$ cat config.mk
export PLATFORM = sky130hd
export DESIGN_NAME = addsub_norm_stage
export DESIGN_NICKNAME = d
export VERILOG_FILES = /design/src/rtl/addsub_norm_stage.sv
export SDC_FILE = /design/constraint.sdc
export NUM_CORES = 1
export LEC_CHECK = 0
export CORE_UTILIZATION = 45
export CTS_CLUSTER_SIZE = 28
export DETAILED_ROUTE_END_ITERATION = 12
export PLACE_DENSITY_LB_ADDON = 0.1
export SYNTH_ARGS = -nofsm -noshare
export SYNTH_HDL_FRONTEND = slang
export SYNTH_SLANG_ARGS = --single-unit
$ cat constraint.sdc
create_clock -name Clk -period 2 [get_ports Clk]
set_input_delay 0.4 -clock Clk [delete_from_list [all_inputs] [get_ports Clk]]
set_output_delay 0.4 -clock Clk [all_outputs]
set_load 0.02 [all_outputs]
$ cat src/rtl/addsub_norm_stage.sv
// Add/sub normalization stage: registers the aligned-operand sum, effective carry and
// exponent, then counts leading zeros of the mantissa field in a second slot.
module addsub_norm_stage #(
  parameter int FractionSize = 23,
  parameter int ExponentSize = 8,
  parameter int GuardBits    = 3,
  localparam int MantissaSize = FractionSize + 1,
  localparam int RoundingSize = MantissaSize + GuardBits,
  localparam int ShiftSize    = $clog2(MantissaSize + 1)
) (
  input  logic                    Clk,
  input  logic                    RstN,
  input  logic                    Flush,
  input  logic                    InValid,
  output logic                    InReady,
  input  logic [RoundingSize-1:0] Adder1,
  input  logic [RoundingSize-1:0] Adder2,
  input  logic                    EffOperation,
  input  logic                    OpSel,
  input  logic [ExponentSize-1:0] MDFinalExponent,
  input  logic [ExponentSize-1:0] ExponentBase,
  output logic                    OutValid,
  input  logic                    OutReady,
  output logic [RoundingSize-1:0] AdderResult,
  output logic                    EffCarry,
  output logic [ShiftSize-1:0]    NormShifts,
  output logic [ExponentSize-1:0] ResultExponent,
  output logic                    ZeroResult
);

  logic [RoundingSize:0]   full_sum;
  logic                    s1_valid;
  logic [RoundingSize-1:0] s1_sum;
  logic                    s1_eff_carry;
  logic                    s1_op_sel;
  logic [ExponentSize-1:0] s1_exp;
  logic                    s2_load;
  logic                    s1_load;

  // Priority form: the highest set bit is assigned last, so it wins.
  function automatic logic [ShiftSize-1:0] lzc(input logic [MantissaSize-1:0] field);
    logic [ShiftSize-1:0] count;
    count = ShiftSize'(MantissaSize);
    for (int i = 0; i < MantissaSize; i++) begin
      if (field[i]) count = ShiftSize'(MantissaSize - 1 - i);
    end
    return count;
  endfunction

  assign full_sum = {1'b0, Adder1} + {1'b0, Adder2};
  assign s2_load  = ~OutValid | OutReady;
  assign s1_load  = ~s1_valid | s2_load;
  assign InReady  = s1_load;

  always_ff @(posedge Clk or negedge RstN) begin
    if (!RstN) begin
      s1_valid     <= 1'b0;
      s1_sum       <= '0;
      s1_eff_carry <= 1'b0;
      s1_op_sel    <= 1'b0;
      s1_exp       <= '0;
    end else begin
      if (Flush) s1_valid <= 1'b0;
      else if (s1_load) s1_valid <= InValid;
      if (s1_load && InValid) begin
        s1_sum       <= full_sum[RoundingSize-1:0];
        s1_eff_carry <= full_sum[RoundingSize] & ~EffOperation & ~OpSel;
        s1_op_sel    <= OpSel;
        s1_exp       <= OpSel ? MDFinalExponent : ExponentBase;
      end
    end
  end

  // Output data only changes when a valid S1 entry moves in, so stalled results hold.
  always_ff @(posedge Clk or negedge RstN) begin
    if (!RstN) begin
      OutValid       <= 1'b0;
      AdderResult    <= '0;
      EffCarry       <= 1'b0;
      NormShifts     <= '0;
      ResultExponent <= '0;
      ZeroResult     <= 1'b0;
    end else begin
      if (Flush) OutValid <= 1'b0;
      else if (s2_load) OutValid <= s1_valid;
      if (s2_load && s1_valid) begin
        AdderResult    <= s1_sum;
        EffCarry       <= s1_eff_carry;
        NormShifts     <= lzc(s1_sum[RoundingSize-1:GuardBits]);
        ResultExponent <= s1_exp;
        ZeroResult     <= ~|s1_sum & ~s1_eff_carry & ~s1_op_sel;
      end
    end
  end

endmodule

==> results.toml <==
[final_layout]
regArea_sq_um = 2030
fin_util_pct = 73.6
fillers = 731
fin_cells = 810
finalNetCount = 777
multi_input_area_sq_um = 2960
diodes = 0
layout-drive-gt1-share_pct = 35.3
area_delta_synth_final_pct = 56.6

[logic_synthesis]
synth_area_leaders = "dfrtp_1, mux2_2, ha_1"
synth.net_count = 571
ys_warn_count = 0
netlist.area_leader.share_pct = 43.5
netlist_area_sq_um = 4660
synth_seq_cells = 81
syn_inst = 466
ys_async_sr_fraction_pct = 100
synth_edf_count = 0
yosys.area.top_type = "dfrtp_1"
syn_area_per_cell_sq_um = 10.0
synth_cell_type_count = 62
synth-main-ff-cell = "dfrtp_1"
ys_seq_area_share_pct = 43.5

[worst_setup_path]
critPathCaptureType = "flip-flop"
r2r_end = "NormShifts[1]"
path_common_cell = "buf_4"
r2r_cells = 7
cp_slowest_cell = "fa_2"
worst_path_largest_cell_delay_ps = 350
worstPathMaxFanout = 3
worst_setup_path_start_kind = "input pin"
r2r-start = "s1_sum[7]"
path_cells = "buf_6 -> ha_4 -> inv_2 -> fa_2 -> and2b_1 -> o211ai_1 -> buf_4 -> a211oi_4 -> buf_4 -> a21oi_2 -> o21ba_2 -> xor2_1 -> o21ai_1"
worst-setup-path-type = "in2reg"
rrSetupSlack_ps = 230
cp.required_ps = 2230
critPathArrivalTime_ps = 2400

[pwr]
p_sw_mw = 1.91
power.leakage_nw = 3.25
p_clk_share_pct = 23.4
max-vdd-ir-drop_mv = 0.380
internal_power_mw = 4.00
sw_frac_of_total_pct = 32.4
pwr-share-comb_pct = 38.4
powerDensity_nw_per_um2 = 810
power_frac_seq_pct = 38.2

[grt]
met2_usage_pct = 40.0
grt_util_met3_pct = 4.85
grt_pass1_wl_um = 20300
grt_max_degree = 82
grt_use_total_pct = 23.3
grt_remaining_overflow = 0
use_met1_pct = 29.5
antenna_found_initial = 0
busiest_layer = "met2"
grt_pass1_vias = 4342

[route]
via_count = 4258
drt_pass1_iterations = 4
ant_nets = 0
first_iter_violations = 156
wire_per_inst_um = 15.0
wl_um = 12200
vias_per_cell = 5.26
drc = 0

[outcome]
outcome = "finished with violations"
violations = "negative setup slack"

[placement]
place_ws_ps = -882
post-dp-hpwl_um = 8990
place.gp.congestion = 0.879
dp.cells = 777
port_buffers = 120

[sta]
setup_viol = 10
max_freq_mhz = 461
rsz0062_at_grt = "true"
timing.setup.tns_ps = -1030
clock_skew_ps = 4.67
finalCritPeriodShare_pct = 108
setup_ws_ps = -170
drv_slew = 0
timing.final.crit_period_ps = 2170
worst_slew_pin_slew_ps = 547
hold_viol = 0
slew_headroom_pct = 63.2

[floorplan]
io_pins = 121
core_sq_um = 9910
fp.dieH_um = 104
fp.dieArea_sq_um = 10800
start_util_pct = 47.0
rows = 36
die_w_um = 104

[clock_tree]
cts-root-buf = "clkbuf_8"
h-tree-depth = 3
insertion_delay_ps = 350
cts.path.max_buffers = 2
cts_sinks = 81
cts_made_buffers = 9
cts_tree = "yes"
clk_pin_slew_ps = 80

[flow_run]
drv_cap = 0

[hold_path]
hp-class = "in2async"
## final cells by class
cell class	count	share of cell area (%)
Inverter	13	0.669
Timing Repair Buffer	213	25.5
Clock inverter	4	1.01
Multi-Input combinational cell	354	40.5
Sequential cell	81	27.8
Clock buffer	12	2.26
Tap cell	133	2.28
## cell usage after synthesis (4+ instances only)
library cell  count
o21bai_1          5
clkbuf_1          9
a31oi_1           4
nor4_1            5
nand2b_1          5
nor3_1            9
nor2_1           23
inv_1            13
o211ai_1          6
xor2_1           12
nand3_1           9
buf_1             4
ha_1             27
a21oi_1          24
xnor2_1           9
dfrtp_1          81
o21ai_0          44
o21ai_2           4
nand2_1          57
mux2i_1           8
a21o_1           14
o31ai_1           5
mux2_2           33
## critical path, delay by kind of cell
kind / cells / cell delay (ps)
AOI/OAI and AO/OA: 5 / 710
adders and majority gates: 2 / 470
buffers and inverters: 4 / 430
and+or+nand+nor: 1 / 210
xor gates and xnor gates: 1 / 150
## registers in the layout, indices dropped and copies added, names as in the netlist
register and count:
AdderResult 27, s1_sum 27, ResultExponent 8, s1_exp 8, NormShifts 5, EffCarry 1, OutValid 1, ZeroResult 1
s1_eff_carry 1, s1_op_sel 1, s1_valid 1
## how the worst max path moves through the flow
stage	start	end	depth (start not counted)
after global placement	Adder1[0]	s1_sum[20]	12
final	Adder2[0]	s1_sum[10]	13
after detailed placement	Adder1[0]	s1_sum[20]	12
after global routing	Adder2[0]	s1_sum[22]	13
after CTS	Adder2[0]	s1_sum[20]	12
after floorplan	Adder1[13]	s1_sum[20]	9
## per-stage QoR
stage               instance area (sq um)  hold WS, ps  power, mW
floorplan                            4880          104       3.36
global placement                     6750          458       4.35
detailed placement                   6750          459       4.43
CTS                                  7170         66.4       5.89
global route                         7300         75.8       6.24
finish                               7300         64.9       5.91
## placed cells by master (no fill, tap or decap), drive strengths merged, types with 2 or more instances in the layout
cell,instances
buf,115
dfrtp,81
clkdlybuf4s50,80
nand2,57
o21ai,48
mux2,33
ha,27
a21oi,24
nor2,23
a21o,16
clkbuf,15
inv,13
xor2,12
nand3,10
nor3,9
xnor2,9
mux2i,8
o211ai,8
clkdlybuf4s15,8
dlygate4sd2,6
nor4,5
nand2b,5
o21bai,5
o31ai,5
a31oi,4
o21a,3
and3,3
and2b,3
and4,3
or4,3
a211oi,3
a31o,3
a22o,2
nor3b,2
and2,2
nand4,2
bufinv,2
a2111oi,2
clkinv,2
## logic make-up (layout without fill, tap and decap cells)
group / count (synthesis) / after routing / share of synthesized area, %
flops: 81 / 81 / 43.5
buf+inv: 31 / 242 / 3.06
compound gates: 133 / 133 / 18.6
fa+ha+maj: 28 / 28 / 7.68
mux: 41 / 41 / 9.69
xor+xnor: 21 / 21 / 3.95
simple gates: 131 / 131 / 13.5
## repair_timing
action,CTS,global route
pin swaps,60,41
resized for setup,147,31
setup endpoints to repair,22,19
gates cloned,0,0
hold endpoints to repair,0,0
buffers inserted,12,9
hold buffers,0,0
## power groups by stage
stage | sequential [mW] | combinational [mW] | clock, mW
global placement | 2.27 | 2.09 | 0
CTS | 2.26 | 2.21 | 1.42
finish | 2.26 | 2.27 | 1.38
detailed placement | 2.30 | 2.13 | 0
global route | 2.31 | 2.45 | 1.49
floorplan | 2.49 | 0.872 | 0
## per-layer routing
| layer | vias to the layer above | part of all wire, % |
|---|---|---|
| met5 | - | 0 |
| met4 | 0 | 1.2 |
| met3 | 11 | 4.0 |
| met2 | 97 | 52 |
| met1 | 2045 | 43 |
| li1 | 2105 | - |
(Power assumes the default switching activity.)
